$ cat config.mk
export PLATFORM = sky130hd
export DESIGN_NAME = fir_out_decim
export DESIGN_NICKNAME = d
export VERILOG_FILES = /design/src/rtl/fir_out_decim.sv
export SDC_FILE = /design/constraint.sdc
export NUM_CORES = 1
export LEC_CHECK = 0
export CAP_MARGIN = 20
export CORE_MARGIN = 5
export CORE_UTILIZATION = 57
export CTS_CLUSTER_SIZE = 40
export DETAILED_ROUTE_END_ITERATION = 16
export GPL_TIMING_DRIVEN = 0
export PLACE_DENSITY = 0.8
export SLEW_MARGIN = 20
export SYNTH_ARGS = -nofsm -noshare
export SYNTH_HDL_FRONTEND = slang
export SYNTH_SLANG_ARGS = --single-unit
$ cat constraint.sdc
create_clock -name clk -period 3 [get_ports clk]
set_input_delay 0.6 -clock clk [delete_from_list [all_inputs] [get_ports clk]]
set_output_delay 0.6 -clock clk [all_outputs]
set_load 0.05 [all_outputs]
$ cat src/rtl/fir_out_decim.sv
// fir_out_decim
// -------------
// Output stage for a FIR filter: discards the first WARMUP valid samples after
// reset (filter settling), keeps one of every DECIM samples, rounds the kept
// sample by SHIFT bits (round half toward +inf), limits it to 16 bits and
// buffers it in a 4-entry FIFO with ready/valid handshake on the consumer side.
//
// Parameters
//   WARMUP : leading valid samples discarded after reset (0 = none)
//   DECIM  : decimation ratio, 1..16
//   SHIFT  : rounding right-shift, 1..20
//
// Ports
//   clk       in   1   clock, rising edge
//   rst       in   1   synchronous active-high reset
//   in_valid  in   1   din carries a sample this cycle
//   din       in  30   signed filter sample
//   out_data  out 16   signed sample at FIFO head
//   out_valid out  1   FIFO non-empty
//   out_ready in   1   consumer takes out_data when out_valid is high
//   fill      out  3   FIFO occupancy 0..4
//   ovf_flag  out  1   sticky: sample dropped on full FIFO
//   sat_flag  out  1   sticky: a sample was clipped
//
// Build option
//   FIR_OUT_DECIM_SAT_EN : when defined, the rounded value is clipped to
//   [-32768, 32767] and sat_flag reports clipping; otherwise the low 16 bits
//   are taken (two's-complement wrap) and sat_flag stays 0.
//
// Latency: a sample kept at edge k is in stage 1 after k, stage 2 after k+1
// and in the FIFO (out_valid high if it was empty) after k+2.

module fir_out_decim #(
    parameter int WARMUP = 13,
    parameter int DECIM  = 2,
    parameter int SHIFT  = 12
) (
    input  logic        clk,
    input  logic        rst,
    input  logic        in_valid,
    input  logic [29:0] din,
    output logic [15:0] out_data,
    output logic        out_valid,
    input  logic        out_ready,
    output logic [2:0]  fill,
    output logic        ovf_flag,
    output logic        sat_flag
);

    typedef enum logic [0:0] {
        ST_WARM = 1'b0,
        ST_RUN  = 1'b1
    } state_t;

    localparam bit               WARMUP_ZERO = (WARMUP == 0);
    localparam logic [15:0]      WARM_LAST   = WARMUP_ZERO ? 16'd0 : 16'(WARMUP - 1);
    localparam logic [3:0]       PHASE_LAST  = 4'(DECIM - 1);
    localparam logic signed [30:0] RND_CONST = 31'sd1 <<< (SHIFT - 1);

    // Limits a 31-bit rounded value to 16 bits; bit 16 of the result flags clipping.
    function automatic logic [16:0] limit16(input logic signed [30:0] v);
        logic [16:0] res;
`ifdef FIR_OUT_DECIM_SAT_EN
        if (v > 31'sd32767) begin
            res = {1'b1, 16'h7FFF};
        end else if (v < -31'sd32768) begin
            res = {1'b1, 16'h8000};
        end else begin
            res = {1'b0, v[15:0]};
        end
`else
        res = {1'b0, v[15:0]};
`endif
        return res;
    endfunction

    state_t             state_r;
    state_t             state_next_s;
    logic [15:0]        warm_cnt_r;
    logic [3:0]         phase_r;
    logic               run_s;
    logic               keep_s;
    logic signed [30:0] din_ext_s;
    logic signed [30:0] sum_s;
    logic signed [30:0] r_s;

    logic               s1_valid_r;
    logic signed [30:0] s1_data_r;
    logic               s2_valid_r;
    logic [15:0]        s2_data_r;
    logic               s2_clip_r;
    logic [16:0]        lim_s;

    logic [15:0]        mem_r [4];
    logic [1:0]         wr_ptr_r;
    logic [1:0]         rd_ptr_r;
    logic [2:0]         fill_r;
    logic               ovf_r;
    logic               sat_r;
    logic               push_s;
    logic               pop_s;
    logic               full_s;
    logic               accept_s;

    // State register.
    always_ff @(posedge clk) begin
        if (rst) begin
            state_r <= ST_WARM;
        end else begin
            state_r <= state_next_s;
        end
    end

    // Next-state logic: leave WARM after the last discarded sample (or at once if WARMUP is 0).
    always_comb begin
        state_next_s = state_r;
        case (state_r)
            ST_WARM: begin
                if (WARMUP_ZERO) begin
                    state_next_s = ST_RUN;
                end else if (in_valid && (warm_cnt_r == WARM_LAST)) begin
                    state_next_s = ST_RUN;
                end else begin
                    state_next_s = ST_WARM;
                end
            end
            ST_RUN:  state_next_s = ST_RUN;
            default: state_next_s = ST_WARM;
        endcase
    end

    // Keep decision and rounding of the incoming sample.
    // With WARMUP=0 the WARM cycle right after reset already behaves as RUN.
    always_comb begin
        run_s     = (state_r == ST_RUN) || WARMUP_ZERO;
        keep_s    = in_valid && run_s && (phase_r == 4'd0);
        din_ext_s = {din[29], din};
        sum_s     = din_ext_s + RND_CONST;
        r_s       = sum_s >>> SHIFT;
        lim_s     = limit16(s1_data_r);
    end

    // Warm-up counter: counts discarded samples, saturates at the last one.
    always_ff @(posedge clk) begin
        if (rst) begin
            warm_cnt_r <= 16'd0;
        end else if ((state_r == ST_WARM) && in_valid && !WARMUP_ZERO && (warm_cnt_r != WARM_LAST)) begin
            warm_cnt_r <= warm_cnt_r + 16'd1;
        end else begin
            warm_cnt_r <= warm_cnt_r;
        end
    end

    // Decimation phase: advances on every valid sample while running.
    always_ff @(posedge clk) begin
        if (rst) begin
            phase_r <= 4'd0;
        end else if (in_valid && run_s) begin
            phase_r <= (phase_r == PHASE_LAST) ? 4'd0 : phase_r + 4'd1;
        end else begin
            phase_r <= phase_r;
        end
    end

    // Stage 1: rounded value of the kept sample.
    always_ff @(posedge clk) begin
        if (rst) begin
            s1_valid_r <= 1'b0;
            s1_data_r  <= 31'sd0;
        end else begin
            s1_valid_r <= keep_s;
            if (keep_s) begin
                s1_data_r <= r_s;
            end
        end
    end

    // Stage 2: 16-bit limited value plus clip indication.
    always_ff @(posedge clk) begin
        if (rst) begin
            s2_valid_r <= 1'b0;
            s2_data_r  <= 16'd0;
            s2_clip_r  <= 1'b0;
        end else begin
            s2_valid_r <= s1_valid_r;
            if (s1_valid_r) begin
                s2_data_r <= lim_s[15:0];
                s2_clip_r <= lim_s[16];
            end else begin
                s2_clip_r <= 1'b0;
            end
        end
    end

    // FIFO handshake terms; a pop frees the slot the push needs when full.
    always_comb begin
        push_s   = s2_valid_r;
        pop_s    = (fill_r != 3'd0) && out_ready;
        full_s   = (fill_r == 3'd4);
        accept_s = push_s && (!full_s || pop_s);
    end

    // FIFO storage, pointers, occupancy and overflow flag.
    always_ff @(posedge clk) begin
        if (rst) begin
            for (int i = 0; i < 4; i++) begin
                mem_r[i] <= 16'd0;
            end
            wr_ptr_r <= 2'd0;
            rd_ptr_r <= 2'd0;
            fill_r   <= 3'd0;
            ovf_r    <= 1'b0;
        end else begin
            if (accept_s) begin
                mem_r[wr_ptr_r] <= s2_data_r;
                wr_ptr_r        <= wr_ptr_r + 2'd1;
            end
            if (pop_s) begin
                rd_ptr_r <= rd_ptr_r + 2'd1;
            end
            case ({accept_s, pop_s})
                2'b10:   fill_r <= fill_r + 3'd1;
                2'b01:   fill_r <= fill_r - 3'd1;
                default: fill_r <= fill_r;
            endcase
            if (push_s && full_s && !pop_s) begin
                ovf_r <= 1'b1;
            end
        end
    end

    // Sticky clip flag, set as the clipped sample reaches the FIFO.
    always_ff @(posedge clk) begin
        if (rst) begin
            sat_r <= 1'b0;
        end else if (s2_valid_r && s2_clip_r) begin
            sat_r <= 1'b1;
        end else begin
            sat_r <= sat_r;
        end
    end

    assign out_data  = mem_r[rd_ptr_r];
    assign out_valid = (fill_r != 3'd0);
    assign fill      = fill_r;
    assign ovf_flag  = ovf_r;
    assign sat_flag  = sat_r;

endmodule

After elaboration in Yosys (flattened, before gate mapping)
Memories as Yosys holds them, arrays and structs flattened. A register that Yosys moved wholly into a read port is not among the register bits.
Index checks and enable logic that the tools add are counted.

word-level totals
  bits in registers = 63
  bits in latches = 0
  memory bits (writable) = 64
  ROM bits = 0
  bits of input ports = 34
  memories kept = 1

memory list
  name   words  bits a word  rd ports  clocked after Yosys merged registers in  wr ports  line  RTL
  mem_r  4      16           1         1                                        4         94    logic [15:0] mem_r [4];

cells by class
  add/sub/neg operators = 7
  multiply operators = 0
  div/mod/pow operators = 0
  order comparisons = 0
  equality and inequality tests = 6
  shift-type cells = 0
  muxes and demuxes = 14
  bitwise gates (word level) = 1
  reductions and logical operators = 16

operator list
  kind                    number
  $add 28x13->28 const B  1
  $add 16x1->16 const B   1
  $eq 16x4->1 const B     1
  $mux 16                 1
  $ne 16x4->1 const B     1
  $reduce_or 16->1        1
  $logic_and 1x1->1       9
  $mux 1                  7
  $mux 2                  3
  $pmux 3 s2              1
  $add 2x1->2 const B     2
  $add 4x1->4 const B     1
  $eq 4x1->1 const B      1
  $logic_not 4->1         1
  $mux 4                  1
  $add 3x1->3 const B     1
  $eq 3x3->1 const B      1
  $reduce_bool 3->1       1
  $sub 3x1->3 const B     1
  $eq 2x1->1 const B      1
  $eq 2x2->1 const B      1
  $logic_not 1->1         2
  $pmux 1 s2              1
  $reduce_bool 2->1       1
  other kinds (2)         2

Depth between registers and ports, before layout
  depth in word-level cells = 9
  depth in mapped cells = 8
  gate-level depth less buffers = 8

Least setup slack after synthesis
Ideal clock, no wire load.

  path kind = reg-to-reg
  from = register fill_r[2] (netlist: fill[2])
  to = register fill_r[2] (netlist: fill[2])
  setup time = 0.070 ns
  arrival = 2.538 ns
  required time = 2.930 ns
  setup slack = 0.391 ns
  cell stages (with the launch flop) = 9
  path buffers = 0
  clock period less this slack = 2.609 ns
  cell sequence = dfxtp_1 -> or4b_1 -> nand2_1 -> ha_1 -> inv_1 -> fa_1 -> xor2_1 -> or3_1 -> a21oi_1

on the way
  word-level cells in the longest chain between the ends = 6
  elaborated cells between the ends (all ways) = 12
  classes of those cells = 2 x add/sub; 3 x eq/ne; 1 x mux; 6 x reduce/logical

RTL lines
  element                                                      line      RTL
  start, declared                                              97        logic [2:0] fill_r;
  start signal, assigned                                       222       2'b10: fill_r <= fill_r + 3'd1;
  start signal, assigned                                       223       2'b01: fill_r <= fill_r - 3'd1;
  start signal, assigned                                       224       default: fill_r <= fill_r;
  $eq 3x3->1 / $reduce_bool 3->1 (equally long branches)       199, 198
  $logic_not 1->1 / $logic_and 1x1->1 (equally long branches)  200, 198
  $logic_or 1x1->1                                             200       accept_s = push_s && (!full_s || pop_s);
  $logic_and 1x1->1                                            200
  $eq 2x1->1 / $eq 2x2->1 (equally long branches)              221       case ({accept_s, pop_s})
  $pmux 3 s2 / $reduce_bool 2->1 (equally long branches)       -

Parallel ways exist; a longest one is shown, timed or not.
A chain may end at the register's enable or synchronous reset.

==> flow_metrics.py <==
metrics = {
    "outcome": {
        "outcome": "completed",
    },
    "critical_path": {
        "worstPathArrival_ns": 2.28,
        "worstPathCellList": "clkbuf_1 > clkbuf_4 > mux4_2 > dlygate4sd2_1",
        "cp.required_ns": 2.40,
        "end_kind": "output pin",
        "slowest_stage": "dlygate4sd2_1",
        "crit_path_max_incr_delay_ns": 0.44,
        "critPathMaxFanout": 10,
        "startpoint_type": "flop",
        "critPathKind": "flop to output pin",
    },
    "clocking": {
        "clockRootBuffer": "clkbuf_8",
        "cts_hold_repair.buffers": 0,
        "insertion_delay_ns": 0.51,
        "clock_path_buffers": 2,
        "cts_sinks": 129,
        "post-cts-setup-buffers": 0,
        "cts_buffers": 17,
        "cts_tree": "done",
        "clk_pin_slew_ns": 0.06,
        "h-tree-depth": 4,
        "post_cts_resized": 14,
    },
    "synth": {
        "yosys.area.top_type": "edfxtp_1",
        "yosys_warnings": 0,
        "syn_area_um2": 5610,
        "synth_top_area_share_pct": 34.2,
        "synth_common_cells": "nor2_1, dfxtp_1, edfxtp_1",
        "synth_ff_type": "dfxtp_1",
        "syn_avg_cell_area_um2": 11.2,
        "yosys-top-cells-area": "edfxtp_1, dfxtp_1, mux4_2",
        "async_reset_ff_share_pct": 0,
        "seq_area_frac_synth_pct": 57.4,
        "syn-num-nets": 540,
        "syn_inst": 501,
        "ys_seq_elements": 129,
        "netlist-cell-type-count": 48,
        "synth_edf_count": 64,
        "yosysMostFrequentCell": "nor2_1",
    },
    "sta": {
        "worst_slew_pin_slew_ns": 0.799,
        "finalHoldViolCount": 0,
        "fmax_mhz": 348,
        "slew_viol_final": 0,
        "setup_viol": 0,
        "fin_worst_skew_ns": 0.00797,
        "grt_setup_unrepaired": "no",
        "finalCriticalPeriod_ns": 2.88,
        "finalCritPeriodShare_pct": 95.9,
        "maxSlewHeadroom_pct": 46.7,
    },
    "global_route": {
        "gr-total-overflow": 0,
        "grt_max_degree": 17,
        "grt_pass1_wl_um": 18900,
        "globalRouteTotalUtil_pct": 21.0,
        "antenna_found_initial": 0,
        "grt_pass1_vias": 3823,
    },
    "power_and_ir_drop": {
        "ir_worst_vdd_uv": 434,
        "p_per_area_nw_per_um2": 606,
        "p_leak_nw": 2.48,
        "power_mw": 4.13,
    },
    "final_layout": {
        "instances_no_fill": 709,
        "finalNetCount": 602,
        "diodes": 0,
        "drive_gt1_share_pct": 12.8,
        "n_fill_cell": 664,
        "synthToLayoutAreaGrowth_pct": 21.4,
    },
    "route": {
        "ant_nets": 0,
        "drc_errors": 0,
        "firstDrtPassIters": 4,
        "vias": 3892,
        "initialDrtViolationCount": 189,
        "wl_per_cell_um": 16.6,
        "drt_wl_total_um": 11800,
        "via_per_inst": 5.49,
    },
    "floorplan": {
        "initial_core_util_pct": 57.9,
        "std_cell_rows": 36,
        "fp.dieW_um": 109,
        "die_area_um2": 11900,
        "die_y_um": 109,
        "core-area_um2": 9680,
        "io_pins": 56,
    },
    "placed_design": {
        "gp_congestion": 0.824,
        "portBuffers": 41,
        "hpwl_um": 7950,
        "placed_cells": 677,
    },
    "min_path": {
        "hp-class": "flop to flop",
    },
    "flow_run": {
        "maxCapViolations": 0,
    },
}
-- state kept, by name, indices dropped and copies added, names as in the netlist, named ones only --
register	cells
fill	3
run_s	1
s2_data_r	16
push_s	1
wr_ptr_r	2
mem_r	64
warm_cnt_r	16
s1_data_r	16
rd_ptr_r	2
s1_valid_r	1
ovf_flag	1
phase_r	4
-- worst max-delay path, delay by kind of cell (launching register included) --
family                 cells  cell delay, ns
buffers and inverters      3            1.13
multiplexers               1            0.32
flip-flops                 1            0.31
-- per-stage QoR --
| stage | setup slack (ns) | utilization, % | hold slack, ns | area, um2 | TNS (ns) |
|---|---|---|---|---|---|
| after CTS | 0.00535 | 70.4 | 0.482 | 6810 | 0 |
| after global placement | -0.108 | 63.9 | 0.454 | 6190 | -2.94 |
| after global routing | 0.00593 | 70.4 | 0.514 | 6810 | 0 |
| final | 0.123 | 70.4 | 0.482 | 6810 | 0 |
| after detailed placement | -0.184 | 64.2 | 0.461 | 6220 | -0.235 |
| after floorplan | 0.391 | - | 0.436 | 5610 | 0 |
-- layout make-up --
| type | count | area, um2 | area share (%) |
|---|---|---|---|
| Clock inverter | 15 | 184 | 2.70 |
| Buffer | 25 | 114 | 1.67 |
| Clock buffer | 17 | 414 | 6.08 |
| Timing Repair Buffer | 43 | 420 | 6.17 |
| Sequential cell | 129 | 3220 | 47.3 |
| Tap cell | 133 | 166 | 2.44 |
| Multi-Input combinational cell | 320 | 2190 | 32.2 |
| Inverter | 27 | 101 | 1.49 |
-- routing by layer --
| metal | GRT usage, % | wire (um) | up-vias |
|---|---|---|---|
| met3 | 4.50 | 568 | 12 |
| met4 | 6.41 | 107 | 0 |
| met1 | 25.1 | 4860 | 1879 |
| li1 | - | - | 1903 |
| met2 | 37.7 | 6240 | 98 |
| met5 | 0 | 0 | - |
-- report_power, final --
| group | internal (mW) | switching (mW) | total [mW] |
|---|---|---|---|
| Combinational | 0.0677 | 0.106 | 0.173 |
| Clock | 1.27 | 0.781 | 2.05 |
| Sequential | 1.88 | 0.0145 | 1.90 |
-- path summary, 6_finish.rpt --
check	startpoint	endpoint	slack [ns]	depth (start not counted)
hold reg to reg	ovf_flag	ovf_flag	0.48	2
setup reg to reg	fill[0]	fill[2]	0.43	8
setup / recovery	flop	out_data[10]	0.12	4
hold / removal	ovf_flag	ovf_flag	0.48	2
-- kinds of logic (layout without fill, tap and decap cells) --
kind of cell	after synthesis	in the layout	synth area share [%]
compound gates	40	40	4.93
xor+xnor	27	27	4.21
fa+ha+maj	5	5	1.25
buf+inv	52	127	3.66
flops	129	129	57.4
mux	36	36	10.0
other cells	1	1	0.0668
simple gates	211	211	18.4
-- placed cells by master (no fill, tap or decap), drive strengths merged, types with 7 or more instances in the layout --
master	synthesis	routed
nor2	93	93
dfxtp	65	65
edfxtp	64	64
clkbuf	15	36
inv	27	30
nand2	27	27
clkdlybuf4s50	0	25
and2	19	19
xnor2	18	18
mux2i	18	18
mux4	16	16
a21oi	13	13
nand3	12	12
a211oi	12	12
buf	10	12
nor3	11	11
nor4	11	11
xor2	9	9
clkinv	0	7
(Power assumes the default switching activity.)
==> RTL edit (config.mk and constraints unchanged) <==
Build with the macro `FIR_OUT_DECIM_SAT_EN` defined.
--- a/src/rtl/fir_out_decim.sv
+++ b/src/rtl/fir_out_decim.sv
@@ -29,6 +29,8 @@
 //
 // Latency: a sample kept at edge k is in stage 1 after k, stage 2 after k+1
 // and in the FIFO (out_valid high if it was empty) after k+2.
+
+`define FIR_OUT_DECIM_SAT_EN
 
 module fir_out_decim #(
     parameter int WARMUP = 13,
Function: no difference found for any inputs over 10 cycles, from zero or initial values and one cycle with rst high; that may be too few to reach the edited logic, so the function may still have changed.
==> RTL edit against the original RTL <==
- die area grew 3.2%
- area after synthesis grew 3.5%
- design area rose by 3.8%
- power grew 5.7%
- worst hold slack lost 0.0099 ns
- register-to-register slack improved by 0.04 ns
- worst setup slack improved by 0.013 ns
- sequential cell count rose by 5
- routed wire length rose by 1.0%
- critical path type unchanged
- critical endpoint is now out_data[15]
- highest routed layer unchanged
==> RTL edit: results (changes against the original RTL) <==
DRT iter0 DRCs 184 (-2.6%); PortBufs 44 (+7.3%); total track usage 20.4% (-0.53 points); fraction of layout cells with a size suffix above 1 10.5% (-2.4 points); Least-Margin Pin Slew 0.764 ns (-0.0355 ns); warnings from Yosys 0 (unchanged); Clock Path Buffers 2 (unchanged); initial antenna violation count 0 (unchanged); cell at the slowest stage of the critical path clkdlybuf4s50_1; RePlAce Congestion 0.878 (+6.6%); Post-synth top cells nor2_1 (87), dfxtp_1 (70), edfxtp_1 (64), nand2_1 (33), a21oi_1 (28); number of flops mapped to enable cells by yosys 64 (unchanged); sequential share of the synthesized area 57.2% (-0.22 points); CP peak stage delay 0.72 ns (+0.28 ns); placed cell count 713 (+5.3%); VDD IR max 0.352 mV (-19%); Hold Path Stages 2 (unchanged); Hold WS 0.473 ns (-0.00991 ns); Synth Net Count 573 (+6.1%); Main synth FF type dfxtp_1; Lkg Pwr 2.45 nW (-1.3%); vias 4118 (+5.8%); H-tree levels 4 (unchanged); n_diodes 0 (unchanged); vias in the first global route 4154 (+8.7%); Largest regs mem_r x64, s1_data_r x19; root buf cell clkbuf_8; top cells by area, synth edfxtp_1 (33%), dfxtp_1 (24%), mux4_2 (6.2%), nor2_1 (5.6%), xnor2_1 (3.3%); worst skew pair latency 0.52 ns; vias per cell 5.54 (+0.97%); average size of a mapped cell 10.9 um^2 (-2.9%); largest net degree at the start of global routing 17 (unchanged); Post-DP HPWL 8.17 mm (+2.9%); first-pass GRT wire length 20.1 mm (+6.1%); Synth async-reset ratio 0% (unchanged); total wire length 11.9 mm (+1.0%); clk slew on worst S/H paths 0.06 ns (about the same); R2R cell count 5 (-3); Synth cell types 45 (-6.3%); Placed Area 0.00645 mm^2 (+3.7%); worst endpoint data arrival time 2.26 ns (-0.02 ns); fin nets 636 (+5.6%); drt pass-1 iters 4 (unchanged); status completed; Filler cells 659 (-0.75%); min-delay worst type reg2reg; Num CTS Buffers 17 (unchanged); reg2reg setup slack 0.47 ns (+0.04 ns); Crit Path Max Fanout 7 (-3); Final Skew 0.00604 ns (-0.00193 ns)
## RTL edit: cell count changes in the layout (fill, tap and decap cells not counted), sizes merged, moves of 6 or more
| cell | unedited run | this run |
|---|---|---|
| a21oi | 13 | 28 |
| clkdlybuf4s50 | 25 | 34 |
| dlymetal6s2s | 6 | 0 |
| mux2i | 18 | 2 |
| nand2 | 27 | 35 |
| nand2b | 6 | 18 |
| nor2 | 93 | 87 |
| nor4 | 11 | 4 |
| o21ai | 3 | 22 |
## RTL edit: final cells by class
type                            count  area [um^2]  share of cell area [%]
Sequential cell                   134         3320                    47.0
Multi-Input combinational cell    349         2300                    32.5
Timing Repair Buffer               46          454                    6.42
Clock buffer                       17          414                    5.85
Clock inverter                     15          223                    3.15
Tap cell                          133          166                    2.35
Inverter                           26         97.6                    1.38
Buffer                             23         96.3                    1.36
## RTL edit: report_power, final
part	switching (mW)	internal, mW
clock network	0.785	1.44
registers	0.0150	1.95
logic	0.102	0.0697
## RTL edit: logic make-up after synthesis
logic type | count (synthesis) | synth area share [%]
muxes | 18 | 6.55
adders and majority gates | 5 | 1.21
and+or+nand+nor | 219 | 19.2
AOI/OAI and AO/OA | 71 | 7.04
xor gates and xnor gates | 36 | 5.43
DFF | 134 | 57.2
buffers and inverters | 51 | 3.34
## RTL edit: final timing paths
path,startpoint,to
worst min-delay path,s2_clip_r,sat_flag
worst max-delay path,flop,out_data[15]
worst min register to register,s2_clip_r,sat_flag
worst max register to register,fill[0],mem_r[0][2]
## RTL edit: metal layers
metal / GRT usage, % / up-vias / share of wire (%)
met5: 0 / - / 0
met4: 7.39 / 0 / 2.0
met3: 5.40 / 17 / 4.8
met2: 34.6 / 113 / 51
met1: 25.2 / 1982 / 42
li1: - / 2006 / -
## RTL edit: repair_timing
| item | CTS | global route |
|---|---|---|
| pin swaps | 0 | 0 |
| gates resized for setup | 13 | 1 |
| buffers inserted | 0 | 0 |
| endpoints found under the setup margin | 16 | 3 |
| hold buffers | 0 | 0 |
## RTL edit: through the flow
stage | setup slack (ns) | setup TNS, ns
5_1_grt | 0.0465 | 0
6_report | 0.136 | 0
4_1_cts | 0.0472 | 0
3_3_place_gp | -0.238 | -9.65
2_1_floorplan | 0.363 | 0
3_5_place_dp | -0.185 | -4.03
## RTL edit: critical path, delay by kind of cell (launching register included)
kind	cells	cell delay, ns
flip-flops	1	0.48
multiplexers	1	0.55
buffers and inverters	1	0.72
